File: src/rtl/motor_array.sv
// Multi-channel H-bridge motor controller: ramped or immediate duty, reversal
// through zero, active brake, debounced encoder counters and a shared reply port.
module motor_array #(
    parameter int CHANNELS  = 4,
    parameter int PWM_BITS  = 11,
    parameter int CNT_BITS  = 12,
    parameter int DEB_DELAY = 50000,
    parameter int RAMP_DIV  = 1000,
    parameter int RAMP_STEP = 64
) (
    input  logic                clk,
    input  logic                rst_n,
    output logic [CHANNELS-1:0] motor_ina,
    output logic [CHANNELS-1:0] motor_inb,
    output logic [CHANNELS-1:0] motor_pwm,
    input  logic [CHANNELS-1:0] ppr_sence,
    input  logic [3:0]          in_ctrl,
    input  logic [23:0]         in_data,
    input  logic                in_wr,
    output logic [3:0]          out_ctrl,
    output logic [23:0]         out_data,
    output logic                out_wr
);
    typedef enum logic [1:0] {OP_SET, OP_SET_NOW, OP_BRAKE, OP_READ} op_t;
    typedef enum logic [1:0] {ST_IDLE, ST_RAMP, ST_REVERSE, ST_BRAKE} state_t;

    localparam int PRE_W = (RAMP_DIV > 1) ? $clog2(RAMP_DIV) : 1;
    localparam int DEB_W = (DEB_DELAY > 1) ? $clog2(DEB_DELAY) : 1;
    localparam logic [PRE_W-1:0]    PRE_LAST = PRE_W'(RAMP_DIV - 1);
    localparam logic [DEB_W-1:0]    DEB_LAST = DEB_W'(DEB_DELAY - 1);
    localparam logic [31:0]         STEP32   = 32'(RAMP_STEP);
    localparam logic [PWM_BITS-1:0] STEP_P   = PWM_BITS'(RAMP_STEP);
    localparam logic [4:0]          CH_LIM   = 5'(CHANNELS);
    localparam logic [CNT_BITS-1:0] CNT_MAX  = '1;

    logic [3:0] w_in_ch;
    op_t        w_in_op;
    logic       w_ch_ok, w_rd, w_tick;
    logic       w_unused_bits;

    assign w_in_ch       = in_data[23:20];
    assign w_in_op       = op_t'(in_data[19:18]);
    assign w_ch_ok       = {1'b0, w_in_ch} < CH_LIM;
    assign w_rd          = in_wr && (w_in_op == OP_READ);
    assign w_unused_bits = ^in_data[16:0];

    logic [PRE_W-1:0]    r_pre;
    logic [PWM_BITS-1:0] r_pwm_cnt;
    assign w_tick = (r_pre == PRE_LAST);

    // NOTE: every flop resets asynchronously so the bridge pins drop the instant rst_n falls.
    always_ff @(posedge clk or negedge rst_n) begin
        if (!rst_n) begin
            r_pre     <= '0;
            r_pwm_cnt <= '0;
        end else begin
            r_pre     <= w_tick ? '0 : r_pre + PRE_W'(1);
            r_pwm_cnt <= r_pwm_cnt + PWM_BITS'(1);
        end
    end

    logic                r_cmd_vld, r_cmd_dir;
    logic [3:0]          r_cmd_ch;
    op_t                 r_cmd_op;
    logic [PWM_BITS-1:0] r_cmd_duty;

    always_ff @(posedge clk or negedge rst_n) begin
        if (!rst_n) begin
            r_cmd_vld  <= 1'b0;
            r_cmd_ch   <= '0;
            r_cmd_op   <= OP_SET;
            r_cmd_dir  <= 1'b0;
            r_cmd_duty <= '0;
        end else begin
            r_cmd_vld  <= in_wr && w_ch_ok && (w_in_op != OP_READ);
            r_cmd_ch   <= w_in_ch;
            r_cmd_op   <= w_in_op;
            r_cmd_dir  <= in_data[17];
            r_cmd_duty <= in_data[PWM_BITS-1:0];
        end
    end

    logic [CNT_BITS-1:0] w_cnt [CHANNELS];
    logic [CHANNELS-1:0] w_wrap, w_clr, r_pend;

    for (genvar i = 0; i < CHANNELS; i++) begin : g_ch
        state_t              r_state, w_state_n;
        logic [PWM_BITS-1:0] r_cur, r_tgt, w_cur_n, w_tgt_n, w_goal, w_gap;
        logic                r_dir, r_tdir, w_dir_n, w_tdir_n, w_brk_n, w_hit;
        logic                r_ina, r_inb, r_pwm;
        logic [1:0]          r_sync;
        logic                r_stable, w_pulse, w_rd_hit;
        logic [DEB_W-1:0]    r_deb_cnt;
        logic [CNT_BITS-1:0] r_cnt;

        assign w_hit = r_cmd_vld && (r_cmd_ch == 4'(i));

        // NOTE: defaults first so no path through this block leaves a value unassigned (no latches).
        always_comb begin
            w_cur_n  = r_cur;
            w_tgt_n  = r_tgt;
            w_dir_n  = r_dir;
            w_tdir_n = r_tdir;
            w_brk_n  = (r_state == ST_BRAKE);
            w_goal   = (r_dir != r_tdir) ? '0 : r_tgt;
            w_gap    = (r_cur < w_goal) ? w_goal - r_cur : r_cur - w_goal;
            if (r_state != ST_BRAKE) begin
                if (r_dir != r_tdir && r_cur == '0) begin
                    w_dir_n = r_tdir;
                end else if (w_tick && r_cur != w_goal) begin
                    if (32'(w_gap) <= STEP32) w_cur_n = w_goal;
                    else if (r_cur < w_goal)  w_cur_n = r_cur + STEP_P;
                    else                      w_cur_n = r_cur - STEP_P;
                end
            end
            if (w_hit) begin
                case (r_cmd_op)
                    OP_SET: begin
                        w_tgt_n  = r_cmd_duty;
                        w_tdir_n = r_cmd_dir;
                        w_brk_n  = 1'b0;
                    end
                    OP_SET_NOW: begin
                        w_cur_n  = r_cmd_duty;
                        w_tgt_n  = r_cmd_duty;
                        w_dir_n  = r_cmd_dir;
                        w_tdir_n = r_cmd_dir;
                        w_brk_n  = 1'b0;
                    end
                    OP_BRAKE: begin
                        w_cur_n = '0;
                        w_tgt_n = '0;
                        w_brk_n = 1'b1;
                    end
                    default: ;
                endcase
            end
            if (w_brk_n)                  w_state_n = ST_BRAKE;
            else if (w_dir_n != w_tdir_n) w_state_n = ST_REVERSE;
            else if (w_cur_n != w_tgt_n)  w_state_n = ST_RAMP;
            else                          w_state_n = ST_IDLE;
        end

        // NOTE: sequential state uses non-blocking assignments so all flops update together.
        always_ff @(posedge clk or negedge rst_n) begin
            if (!rst_n) begin
                r_state <= ST_IDLE;
                r_cur   <= '0;
                r_tgt   <= '0;
                r_dir   <= 1'b0;
                r_tdir  <= 1'b0;
            end else begin
                r_state <= w_state_n;
                r_cur   <= w_cur_n;
                r_tgt   <= w_tgt_n;
                r_dir   <= w_dir_n;
                r_tdir  <= w_tdir_n;
            end
        end

        always_ff @(posedge clk or negedge rst_n) begin
            if (!rst_n) begin
                r_ina <= 1'b0;
                r_inb <= 1'b0;
                r_pwm <= 1'b0;
            end else if (r_state == ST_BRAKE) begin
                r_ina <= 1'b1;
                r_inb <= 1'b1;
                r_pwm <= 1'b1;
            end else begin
                r_ina <= r_dir && (r_cur != '0);
                r_inb <= !r_dir && (r_cur != '0);
                r_pwm <= r_pwm_cnt < r_cur;
            end
        end

        assign motor_ina[i] = r_ina;
        assign motor_inb[i] = r_inb;
        assign motor_pwm[i] = r_pwm;

        // A rising edge counts once the synchronised level has held for DEB_DELAY clocks.
        assign w_pulse  = r_sync[1] && !r_stable && (r_deb_cnt == DEB_LAST);
        assign w_rd_hit = w_rd && (w_in_ch == 4'(i));

        always_ff @(posedge clk or negedge rst_n) begin
            if (!rst_n) begin
                r_sync    <= '0;
                r_stable  <= 1'b0;
                r_deb_cnt <= '0;
                r_cnt     <= '0;
            end else begin
                r_sync <= {r_sync[0], ppr_sence[i]};
                if (r_sync[1] == r_stable) begin
                    r_deb_cnt <= '0;
                end else if (r_deb_cnt == DEB_LAST) begin
                    r_stable  <= r_sync[1];
                    r_deb_cnt <= '0;
                end else begin
                    r_deb_cnt <= r_deb_cnt + DEB_W'(1);
                end
                if (w_rd_hit)     r_cnt <= CNT_BITS'(w_pulse);
                else if (w_pulse) r_cnt <= r_cnt + CNT_BITS'(1);
            end
        end

        assign w_wrap[i] = w_pulse && !w_rd_hit && (r_cnt == CNT_MAX);
        assign w_cnt[i]  = r_cnt;
    end

    logic [CNT_BITS-1:0] w_rd_cnt;
    logic [3:0]          w_ovf_ch;
    logic                w_ovf_any;

    always_comb begin
        w_rd_cnt  = '0;
        w_ovf_ch  = '0;
        w_ovf_any = |r_pend;
        for (int k = 0; k < CHANNELS; k++)
            if (w_in_ch == 4'(k)) w_rd_cnt = w_cnt[k];
        for (int k = CHANNELS - 1; k >= 0; k--)
            if (r_pend[k]) w_ovf_ch = 4'(k);
        for (int k = 0; k < CHANNELS; k++)
            w_clr[k] = !w_rd && r_pend[k] && (w_ovf_ch == 4'(k));
    end

    // READ replies own the slot; overflow reports wait, and a fresh wrap re-arms its bit.
    always_ff @(posedge clk or negedge rst_n) begin
        if (!rst_n) begin
            out_wr   <= 1'b0;
            out_ctrl <= '0;
            out_data <= '0;
            r_pend   <= '0;
        end else begin
            out_wr <= w_rd || w_ovf_any;
            if (w_rd) begin
                out_ctrl <= w_ch_ok ? in_ctrl : 4'hE;
                out_data <= {w_in_ch, (w_ch_ok ? 20'(w_rd_cnt) : 20'h0)};
            end else if (w_ovf_any) begin
                out_ctrl <= 4'hF;
                out_data <= {w_ovf_ch, 20'(CNT_MAX)};
            end
            r_pend <= (r_pend & ~w_clr) | w_wrap;
        end
    end
endmodule

File: config.mk
export PLATFORM = sky130hd
export DESIGN_NAME = motor_array
export DESIGN_NICKNAME = d
export VERILOG_FILES = /design/src/rtl/motor_array.sv
export SDC_FILE = /design/constraint.sdc
export NUM_CORES = 1
export LEC_CHECK = 0
export CAP_MARGIN = 10
export CORE_ASPECT_RATIO = 1.4
export CORE_UTILIZATION = 60
export DETAILED_ROUTE_END_ITERATION = 10
export PLACE_DENSITY_LB_ADDON = 0.25
export REMOVE_ABC_BUFFERS = 1
export SYNTH_ARGS = -nofsm -noshare
export SYNTH_HDL_FRONTEND = slang
export SYNTH_SLANG_ARGS = --single-unit
File: constraint.sdc
create_clock -name clk -period 7.2 [get_ports clk]
set_input_delay 1.44 -clock clk [delete_from_list [all_inputs] [get_ports clk]]
set_output_delay 1.44 -clock clk [all_outputs]
set_load 0.03 [all_outputs]
### After elaboration in Yosys (flattened, before gate mapping)

Cells that the tools add are included.

* bits in registers: 313
* input port bits: 35
* logic and storage cells: 374

* add/subtract/negate cells: 26
* $lt $le $gt $ge: 13
* eq/ne operators: 50
* mux-type cells: 131
* bitwise operators: 7
* reductions and logical operators: 88

Operators with widths (number)
* 11-bit two-way mux: 36
* 11-bit one-hot mux with 2 select lines: 8
* 12-bit two-way mux: 13
* 16-bit two-way mux: 8
* 11-bit < comparator: 8
* 11-bit != test: 8
* 11-bit subtractor: 8
* 16-bit by 1-bit adder with 16-bit output (second input constant): 4
* 16-bit equality test (second input constant): 4
* 1-bit logical AND: 51
* 12-bit by 1-bit adder with 12-bit output (second input constant): 4
* 12-bit equality test (second input constant): 4
* 24-bit two-way mux: 2
* 11-bit by 7-bit adder with 11-bit output (second input constant): 4
* 11-bit by 7-bit less-or-equal comparator with 1-bit output (second input constant): 4
* 11-bit zero test: 4
* 1-bit two-way mux: 44
* 11-bit nonzero test: 4
* 11-bit by 7-bit subtractor with 11-bit output (second input constant): 4
* 4-bit by 2-bit equality test with 1-bit output (second input constant): 6
* 4-bit two-way mux: 6
* 2-bit two-way mux: 9
* 1-bit zero test: 13
* 2-bit equality test (second input constant): 6
* 22 further kinds: 53

### Depth between registers and ports, before layout

* word-level depth: 15
* depth in mapped cells: 24

### Worst setup path after synthesis

No wires, ideal clock.

* kind: reg-to-reg
* from: register g_ch[0].r_tdir
* to: register g_ch[0].r_state[0]
* arrival time: 4599 ps
* data required time: 7056 ps
* path slack: 2456 ps
* cell stages (with the launch flop): 19
* path buffers: 2
* cell sequence: dfrtp_1 xnor2_1 clkbuf_1 nand2_1 inv_1 ha_1 buf_2 and3_1 and3_1 a21boi_4 o221a_2 o21ai_0 nand4_1 o41ai_1 nand2_1 o311ai_0 xor2_1 a2111oi_0 a41oi_1

* word-level cells in the longest chain between the ends: 15

Ends and longest elaborated chain
* start: declaration: RTL line 89 `logic r_dir, r_tdir, w_dir_n, w_tdir_n, w_brk_n, w_hit;`
* start signal: assignment: RTL line 157 `r_tdir <= w_tdir_n;`
* 1-bit != test: RTL line 105, 108
* 11-bit two-way mux: RTL line 105 `w_goal = (r_dir != r_tdir) ? '0 : r_tgt;`
* 11-bit subtractor / 11-bit < comparator (equally long branches): RTL line 106, 112
* 11-bit two-way mux: RTL line 106 `w_gap = (r_cur < w_goal) ? w_goal - r_cur : r_cur - w_goal;`
* 11-bit by 7-bit less-or-equal comparator with 1-bit output: RTL line 111 `if (32'(w_gap) <= STEP32) w_cur_n = w_goal;`
* 11-bit two-way mux: RTL line 111
* 11-bit two-way mux: RTL line 110 `end else if (w_tick && r_cur != w_goal) begin`
* 11-bit two-way mux: RTL line 108 `if (r_dir != r_tdir && r_cur == '0) begin`
* 11-bit two-way mux: RTL line 107 `if (r_state != ST_BRAKE) begin`
* 11-bit one-hot mux with 2 select lines: RTL line 117 `case (r_cmd_op)`
* 11-bit two-way mux: RTL line 116 `if (w_hit) begin`
* 11-bit != test: RTL line 140 `else if (w_cur_n != w_tgt_n) w_state_n = ST_RAMP;`
* 1-bit two-way mux: RTL line 140
* 2-bit two-way mux *: RTL line 139 `else if (w_dir_n != w_tdir_n) w_state_n = ST_REVERSE;`
* 2-bit two-way mux *: RTL line 138 `if (w_brk_n) w_state_n = ST_BRAKE;`
* named net g_ch[0].w_state_n[0]: RTL line 87 `state_t r_state, w_state_n;`
* end signal: assignment: RTL line 153 `r_state <= w_state_n;`
* end: declaration: RTL line 87

The timed path passes the listed nets; every way through them passes the cells marked *.
A chain may end at the register's enable or synchronous reset.

### Final worst setup path

* from: register g_ch[1].r_tdir
* to: register g_ch[1].r_state[0]

* word-level cells in the longest chain between the ends: 15

Ends and longest elaborated chain (RTL line)
* start: declaration: 89
* start signal: assignment: 157
* 1-bit != test: 105, 108
* 11-bit two-way mux: 105
* 11-bit subtractor / 11-bit < comparator (equally long branches): 106, 112
* 11-bit two-way mux: 106
* 11-bit by 7-bit less-or-equal comparator with 1-bit output: 111
* 11-bit two-way mux: 111
* 11-bit two-way mux: 110
* 11-bit two-way mux: 108
* 11-bit two-way mux: 107
* 11-bit one-hot mux with 2 select lines: 117
* 11-bit two-way mux: 116
* 11-bit != test: 140
* 1-bit two-way mux: 140
* 2-bit two-way mux *: 139
* 2-bit two-way mux *: 138
* named net g_ch[1].w_state_n[0]: 87
* end signal: assignment: 153
* end: declaration: 87

Marked as above.

==> results.cfg <==
[logic_synthesis]
yosys_warnings = 0
synth.avg_cell_area_sq_um = 9.00
netlist.area_leader.share = 0.362
synth-seq-area-share = 0.362
synthFlopType = dfrtp_1
synthTopCellsByArea = dfrtp_1 36%, ha_1 8.4%, nor2_1 4.0%, xnor2_1 4.0%, xor2_1 3.9%
syn_area_sq_um = 21100
syn_inst = 2341
async_flop_share = 1.00
ys_ff_latch = 305
synth_edf_count = 0
synth_largest_area_cell = dfrtp_1
synth_cell_types = 98

[worst_setup_path]
crit_family = simple AND/OR/NAND/NOR gates
path_common_cell = nand2_1
startpoint = g_ch[1].r_tdir
path_cells = xnor2_2 -> nand2_1 -> ha_1 -> nor2_1 -> a211oi_2 -> o211ai_2 -> o21ai_4 -> inv_4 -> mux2i_1 -> xnor2_1 -> nor4_4 -> nand2_1 -> o211ai_1 -> mux2_1 -> or4_1 -> o32a_1
reg2reg_slack_ns = 1.53
crit_type = reg2reg
path_max_fanout = 17
slowest_delay_ns = 0.69
cp.arrival_ns = 6.15
slowest_stage = xnor2_2
critPathLaunchType = flop
worstPathRequired_ns = 7.68
endpoint_kind = flop
r2r_start = g_ch[1].r_tdir
path_buf_inv = 1

[route]
drc = 0
routed-via-count = 18100
ant_nets = 0
dr.pass1.iters = 8
drtIter0Drc = 1430
routed_wirelength_mm = 57.7
wl_per_cell_microns = 20.4
detail_route.vias_per_cell = 6.40

[clocking]
numCtsBuffers = 31
cts_hold_buf = 0
post_cts_resized = 0
clock_latency_ns = 0.59
root_buffer = clkbuf_16
cts_tree = done
clock_sinks = 305
clockBufferDepth = 3
postCtsSetupBuffers = 0
path_clk_slew_ns = 0.07
h-tree-depth = 1

[min_path]
hold_class = reg2reg
hp-start = g_ch[1].r_sync[0]

[status]
run_status = finished clean

[floorplan]
die-area_sq_um = 35900
die_w_microns = 160
row_count = 80
core_area_sq_um = 34300
die_h_microns = 224
io_pins = 76
start_util = 0.614

[timing]
min_period_over_period = 0.788
period_needed_ns = 5.67
setup_ws_ns = 1.53
setup_tns_ns = 0
final_max_slew_viol_count = 0
grt_setup_unrepaired = false
worst_pin_slew_ns = 1.29
finalSetupViolations = 0
fmax_mhz = 176
clock_skew_ns = 0.0231
hold_viol = 0
slew-limit-headroom = 0.139

[layout]
nets = 2539
layout-drive-gt1-share = 0.0689
antennaDiodeCount = 0
syn_to_final_growth_pct = 8.93

[power]
totalPowerFinal_mw = 6.35
power.leakage_nw = 10.4
powerDensity_nw_per_um2 = 276
ir_worst_vdd_mv = 0.229

[grt]
met2_usage = 0.560
busiest_layer = met2
met1_usage = 0.380
grt.total_usage = 0.324
antenna_found_initial = 0
grt-ovfl-total = 0
grt_pass1_vias = 18200
grt_pass1_wl_mm = 93.0
use_met3 = 0.0476
grt_max_degree = 178

[placement]
place_congestion = 0.951
hpwl_mm = 42.0
io_buffers = 61
pre_cts_ws_ns = 1.72

[flow_run]
maxCapViolations = 0
-- kinds of logic (layout without fill, tap and decap cells) --
group | Yosys count | count (layout) | share of synthesized area
AOI/OAI and AO/OA | 527 | 527 | 0.170
xor gates and xnor gates | 192 | 192 | 0.0801
adders and majority gates | 146 | 146 | 0.0881
buffers and inverters | 243 | 276 | 0.0475
DFF | 305 | 305 | 0.362
muxes | 106 | 106 | 0.0601
other | 1 | 8 | 0.000178
and+or+nand+nor | 821 | 821 | 0.192
-- where the power goes --
part           total (mW)  switching, mW  internal [mW]
Combinational        2.72           1.67           1.05
Clock                1.58          0.684          0.898
Sequential           2.05          0.164           1.89
-- stage by stage --
stage / instances / hold WS [ns] / cell area (sq um) / util
final: 2832 / 0.348 / 23000 / 0.669
after detailed placement: 2776 / 0.337 / 22000 / 0.640
after CTS: 2832 / 0.350 / 23000 / 0.669
after global placement: 2776 / 0.333 / 22000 / 0.640
after global routing: 2832 / 0.370 / 23000 / 0.669
after floorplan: 2243 / 0.331 / 20600 / -
-- routing by layer --
layer	vias to the layer above	part of all wire
li1	8367	-
met1	8766	0.38
met2	756	0.49
met3	232	0.067
met4	0	0.062
met5	-	0
-- cell usage after synthesis, drive strengths merged, types with 10 or more instances --
library cell,instances
dfrtp,305
inv,137
nor2b,31
o21a,15
mux2,44
or2,17
and3,43
nand2,198
o31ai,16
and4,10
nand3,83
a21o,63
xnor2,97
nor2,229
nand2b,24
buf,32
o211ai,27
clkbuf,73
xor2,95
mux2i,50
nand4,43
nor3,34
mux4,12
a31oi,33
or4,10
nor4,30
o21ai,95
a211oi,14
or3,16
ha,142
a21oi,134
and2,30
-- cell type report --
class,count,area (sq um)
inverter,138,520
timing repair buffer,82,786
clock buffer,45,858
multi-input combinational,1800,12500
clock inverter,11,120
tap,451,564
sequential,305,7630
fill,2800,11400
-- final timing paths --
kind | endpoint | cells past startpoint
max | g_ch[1].r_state[0] | 16
min | g_ch[1].r_sync[1] | 0
max reg2reg | g_ch[1].r_state[0] | 16
min reg2reg | g_ch[1].r_sync[1] | 0
max in group asynchronous | g_ch[0].r_cur[3] | 2
min in group asynchronous | g_ch[2].r_pwm | 1
-- registers in the layout, summed over array words and instances, names as in the netlist, 8 cells and up --
register        flops
g_ch.r_tgt         44
out_data           16
g_ch.r_cnt         48
r_pre              10
g_ch.r_deb_cnt     64
g_ch.r_state        8
g_ch.r_cur         44
r_cmd_duty         11
r_pwm_cnt          11
g_ch.r_sync         8
-- cells in the final DEF, fill, tap and decap left out, types with 33 or more instances in the layout --
master | netlist | layout
a21o_1 | 63 | 63
xor2_1 | 95 | 95
ha_1 | 142 | 142
nand2_1 | 198 | 198
mux2i_1 | 50 | 50
a31oi_1 | 33 | 33
clkdlybuf4s50_1 | 0 | 60
inv_1 | 136 | 136
mux2_2 | 43 | 43
a21oi_1 | 134 | 134
and3_1 | 43 | 43
nand3_1 | 83 | 83
nor2_1 | 227 | 227
xnor2_1 | 96 | 96
nand4_1 | 43 | 43
dfrtp_1 | 305 | 305
o21ai_0 | 92 | 92
(Power assumes the default switching activity.)
